**src/rtl/single_port_ram.sv**
```systemverilog
// Synchronous single-port RAM: one shared address, synchronous write-first write,
// registered read with one cycle of latency and a synchronous reset of the output register only.
module single_port_ram #(
    parameter int DATA_WIDTH = 8,
    parameter int ADDR_WIDTH = 6,
    parameter int DEPTH      = 64
) (
    input  logic [DATA_WIDTH-1:0] data_in,
    input  logic [ADDR_WIDTH-1:0] ram_address,
    input  logic                  write_enable,
    input  logic                  clk,
    output logic [DATA_WIDTH-1:0] data_out,
    input  logic                  rst
);

    logic [DATA_WIDTH-1:0] mem [DEPTH];
    logic [DATA_WIDTH-1:0] data_out_q;

    // Storage is deliberately left out of reset so the array maps onto block RAM.
    // A reset edge also suppresses any write that arrives on the same edge.
    always_ff @(posedge clk) begin
        if (rst) begin
            data_out_q <= '0;
        end else if (write_enable) begin
            mem[ram_address] <= data_in;
            data_out_q       <= data_in;
        end else begin
            data_out_q <= mem[ram_address];
        end
    end

    assign data_out = data_out_q;

endmodule

```
**config.mk**
```make
export PLATFORM = sky130hd
export DESIGN_NAME = single_port_ram
export DESIGN_NICKNAME = d
export VERILOG_FILES = /design/src/rtl/single_port_ram.sv
export SDC_FILE = /design/constraint.sdc
export NUM_CORES = 1
export LEC_CHECK = 0
export BUFFER_PORTS_ARGS = -buffer_cell sky130_fd_sc_hd__buf_2
export CAP_MARGIN = 30
export CORE_ASPECT_RATIO = 0.8
export CORE_MARGIN = 1
export CORE_UTILIZATION = 45
export DETAILED_ROUTE_END_ITERATION = 8
export GPL_TIMING_DRIVEN = 0
export PLACE_DENSITY = 0.7
export SYNTH_ARGS = -nofsm -noshare
export SYNTH_HDL_FRONTEND = slang
export SYNTH_SLANG_ARGS = --single-unit
```
**constraint.sdc**
```tcl
create_clock -name clk -period 3.86 [get_ports clk]
set_clock_uncertainty 0.15 [all_clocks]
set_input_delay 0.386 -clock clk [delete_from_list [all_inputs] [get_ports clk]]
set_output_delay 0.386 -clock clk [all_outputs]
set_load 0.01 [all_outputs]
```
==> results by stage <==
Layout:
- The share of the core filled with cells is approximately half.
- The signed area change from the synthesized netlist to the final layout is 12.4%.
- After the last flow step, the layout net total stands at ~1.3k.
- In the final layout, the share of cells above drive strength 1 is 18.6%.
- The filler cell count is between 3k and 4k.
- The number of standard cells in the final layout excluding fillers is around 1.9k.

Floorplan:
- The region available for standard cell placement spans 0.0445 mm^2.
- In this run the count of I/O pins placed on the die edge is 25.
- The initial utilization of the core area, before any placement, comes to between 40% and 50%.
- The count of standard-cell rows is 69.
- The floorplan step defined a die boundary enclosing between 0.04 and 0.05 mm^2.
- The die boundary width is around 240 um.
- Measured along the y axis, the die boundary spans 193 um.

Worst setup path:
- Traced cell by cell, the critical path runs through buf_2 > buf_6 > buf_8 > nor2_4 > clkbuf_1 > nand3_1 > nor2_1.
- Data on the critical path is required at its endpoint by just under 4 ns.
- The worst setup path is captured at a flop.
- Along the worst path, the maximum fanout reaches 10.
- On the critical path the largest part of the delay comes from simple AND/OR/NAND/NOR gates.
- The category of the most critical setup path is primary input to flop.
- Counting both buffers and inverters, the worst setup path holds a total of 4.
- The signal arrival time at the worst endpoint is around 4.0 ns.
- The critical path launch point type is a primary input.
- The critical path's largest stage delay is 1.02 ns.
- For this design, the slowest cell found on the critical path is nor2_1.

Global routing:
- The global-route wire length before repair is 91500 um.
- For this run the aggregate overflow at the end of global routing stands at 0.
- Entering global routing, the biggest net connects between 50 and 60 pins.
- Global routing consumed, over all layers together, approximately 29% of the routing resources.
- The number of global-route vias before repair is about 12k.
- The initial antenna violation count is 5.

Timing:
- In the post-route analysis, the smallest setup slack over all paths is -0.0699 ns.
- The minimum clock period is 3.93 ns.
- The final-report hold violation count is 0.
- Setup repair after global routing left no endpoint under its margin.
- The maximum clock rate is between 0.2 and 0.3 GHz.
- Setup violations remaining at the end of the flow were counted as 24.
- The final cycle utilization of the critical path is 102%.
- The accumulated negative setup slack is -0.594 ns.
- The total count of max-transition violations in the final report came to 0.
- At the pin with the least slew margin, the transition time is about 1.1 ns.
- The headroom to the max-slew limit is between 20% and 30%.

Clock tree:
- Buffers added to address setup during post-CTS repair amount to 0.
- The clock tree from TritonCTS is built.
- Counting the buffers created by CTS gives 47.
- In this run the number of H-tree levels came out at 2.
- Once the clock tree was built, the resizer swapped 0 gates to a different size.
- The number of hold buffers added after CTS was 0.
- The worst-skew pair later-pin latency is 0.58 ns.
- The clock transition at the registers of the reported paths is roughly 0.060 ns.
- The tree built by TritonCTS fans out to 520 sinks.
- The clock passes through at most 3 buffers.
- The root buffer cell chosen for the clock tree is clkbuf_16.

Synth:
- The dominant register cell in the synthesized netlist is edfxtp_1.
- The register bit total from synthesis is 520.
- Counting flops with an async set or reset pin after synthesis yields a share of 0%.
- The number of distinct library cells after synthesis is 66.
- The post-synthesis sequential area ratio is 76.1%.
- In this run, synthesis inferred roughly 500 flip-flops with an integrated enable.
- The instance count of the mapped netlist is 1166.
- The post-synthesis compound-gate area fraction is 9.32%.
- After synthesis, the largest family of logic cells by area is compound AO/OA/AOI/OAI gates.
- The Yosys step of the flow raised 0 warnings.
- Summing the areas of all fa, ha and maj instances in the mapped netlist gives 0% of the synthesized area.
- The post-synthesis area per instance is 17.5 um^2.
- The total standard cell area after synthesis is 0.0204 mm^2.
- The XOR/XNOR share of the synthesized area is 0%.
- Counting every net in the synthesized netlist gives 1183.
- Multiplexer cells account for under 10% of the synthesized area.
- Of the total synthesized cell area, the portion taken by AND, OR, NAND and NOR gates is under 10%.

Power:
- The largest voltage drop on the vdd net is 397 uV.
- The static power due to leakage is 7.27 nW.
- The cell area power density is approximately 500 mW/mm^2.

Detailed routing:
- In the final routed layout, each cell accounts on average for about 35 um.
- The count of routing violations after the opening detailed-route iteration is 2422.
- The pre-antenna-repair detailed-routing pass consisted of 6 iterations.
- The routed layout has between 10k and 15k vias.
- The routed design has around 67000 um of wire.
- The final routed DRC violation total is 0.
- In this run the remaining antenna-violating nets after routing total 0.
- After detailed routing, the number of vias per cell comes to around 6.7.

Placement:
- The detailed placer's ending HPWL is about 43000 um.
- The global placer's final weighted congestion is 1.00.
- The count of buffers from port buffering is 20.
- The instance count after placement with tap cells included is between 1.5k and 2k.

Flow run:
- Across the run, the number of max-cap violations was 0.

Worst hold path:
- The path type of the worst min-delay path is primary input to flop.

Status:
- The run finished, with violations left.
- The checks that failed: setup timing.
-- synth_stat cells, drive strengths merged (3+ instances only) --
library cell	n	area share, %
a22oi	46	1.7
a221o	5	0.25
buf	60	1.9
nand3b	3	0.11
mux4	35	3.9
nor2	94	1.8
a32oi	3	0.13
edfxtp	512	75
o21ai	30	0.74
clkbuf	23	0.42
a21oi	37	0.91
inv	8	0.16
nor2b	8	0.28
o22ai	11	0.34
and2	4	0.12
nand3	12	0.29
a221oi	69	3.0
mux2	40	2.2
nand2	38	0.70
o31a	3	0.13
mux2i	37	1.8
a31oi	9	0.28
o22a	5	0.21
nor3	13	0.32
a22o	11	0.47
o2bb2ai	5	0.21
dfxtp	8	0.78
-- sequential cells by signal (all words and copies together) (netlist names) --
register,flops
mem,512
data_out,8
-- worst paths after layout --
kind / cells past startpoint / to / slack (ns) / start
max: 7 / mem[12][7] / -0.07 / ram_address[0]
max reg2reg: 6 / data_out[6] / 1.05 / mem[38][6]
min: 1 / mem[5][5] / 0.06 / data_in[5]
min reg2reg: 5 / data_out[7] / 0.75 / mem[60][7]
-- per-stage QoR --
step	hold slack, ns	power (mW)	worst slack, ns	instance area [um^2]
floorplan	0.335	6.71	1.40	20400
global placement	0.631	7.07	-0.393	21300
detailed placement	0.631	7.10	-0.337	21400
CTS	0.0443	11.5	0.246	22900
global route	0.0609	11.7	0.0565	22900
finish	0.0577	11.5	-0.0699	22900
-- layout by cell type (no fill, tap or decap), types with 8 or more instances in the layout --
master,n
nand3_1,12
buf_4,13
nor2_1,91
nor3_1,13
a21oi_1,37
clkbuf_16,47
a221oi_1,67
edfxtp_1,512
o22ai_1,11
clkinv_1,8
buf_6,10
a22o_1,11
buf_12,8
a31oi_1,9
buf_2,54
mux4_2,35
a22oi_1,46
mux2_2,39
mux2i_1,37
o21ai_0,27
clkbuf_1,35
nand2_1,38
dfxtp_1,8
-- per-layer routing --
layer | track usage, % | share of wire [%]
met5 | 0 | 0.062
met2 | 39.9 | 41
met4 | 9.97 | 3.7
met1 | 41.6 | 38
met3 | 11.9 | 17
-- cells by family (layout without fill, tap and decap cells) --
| group | count (synthesis) | in the layout |
|---|---|---|
| buffers and inverters | 92 | 208 |
| AO/OA/AOI/OAI | 255 | 255 |
| flip-flops | 520 | 520 |
| AND/OR/NAND/NOR | 187 | 187 |
| other | 0 | 1 |
| multiplexers | 112 | 112 |
-- where the power goes --
| group | leakage (nW) | total [mW] | switching, mW | internal (mW) |
|---|---|---|---|---|
| combinational | 1.90 | 0.798 | 0.573 | 0.225 |
| sequential | 4.67 | 6.23 | 0.00693 | 6.22 |
| clock | 0.697 | 4.50 | 2.03 | 2.47 |
| total | 7.27 | 11.5 | 2.61 | 8.92 |
-- area by class of cell --
cell class / count / area [um^2] / area share, %
Clock inverter: 19 / 169 / 0.736
Inverter: 9 / 36.3 / 0.158
Clock buffer: 61 / 1250 / 5.44
Buffer: 83 / 482 / 2.10
Sequential cell: 520 / 15500 / 67.7
Multi-Input combinational cell: 554 / 4360 / 19.0
Timing Repair Buffer: 36 / 354 / 1.54
Antenna cell: 1 / 2.50 / 0.0109
Tap cell: 603 / 754 / 3.29
Note: power is estimated with default switching activity, not from simulation.
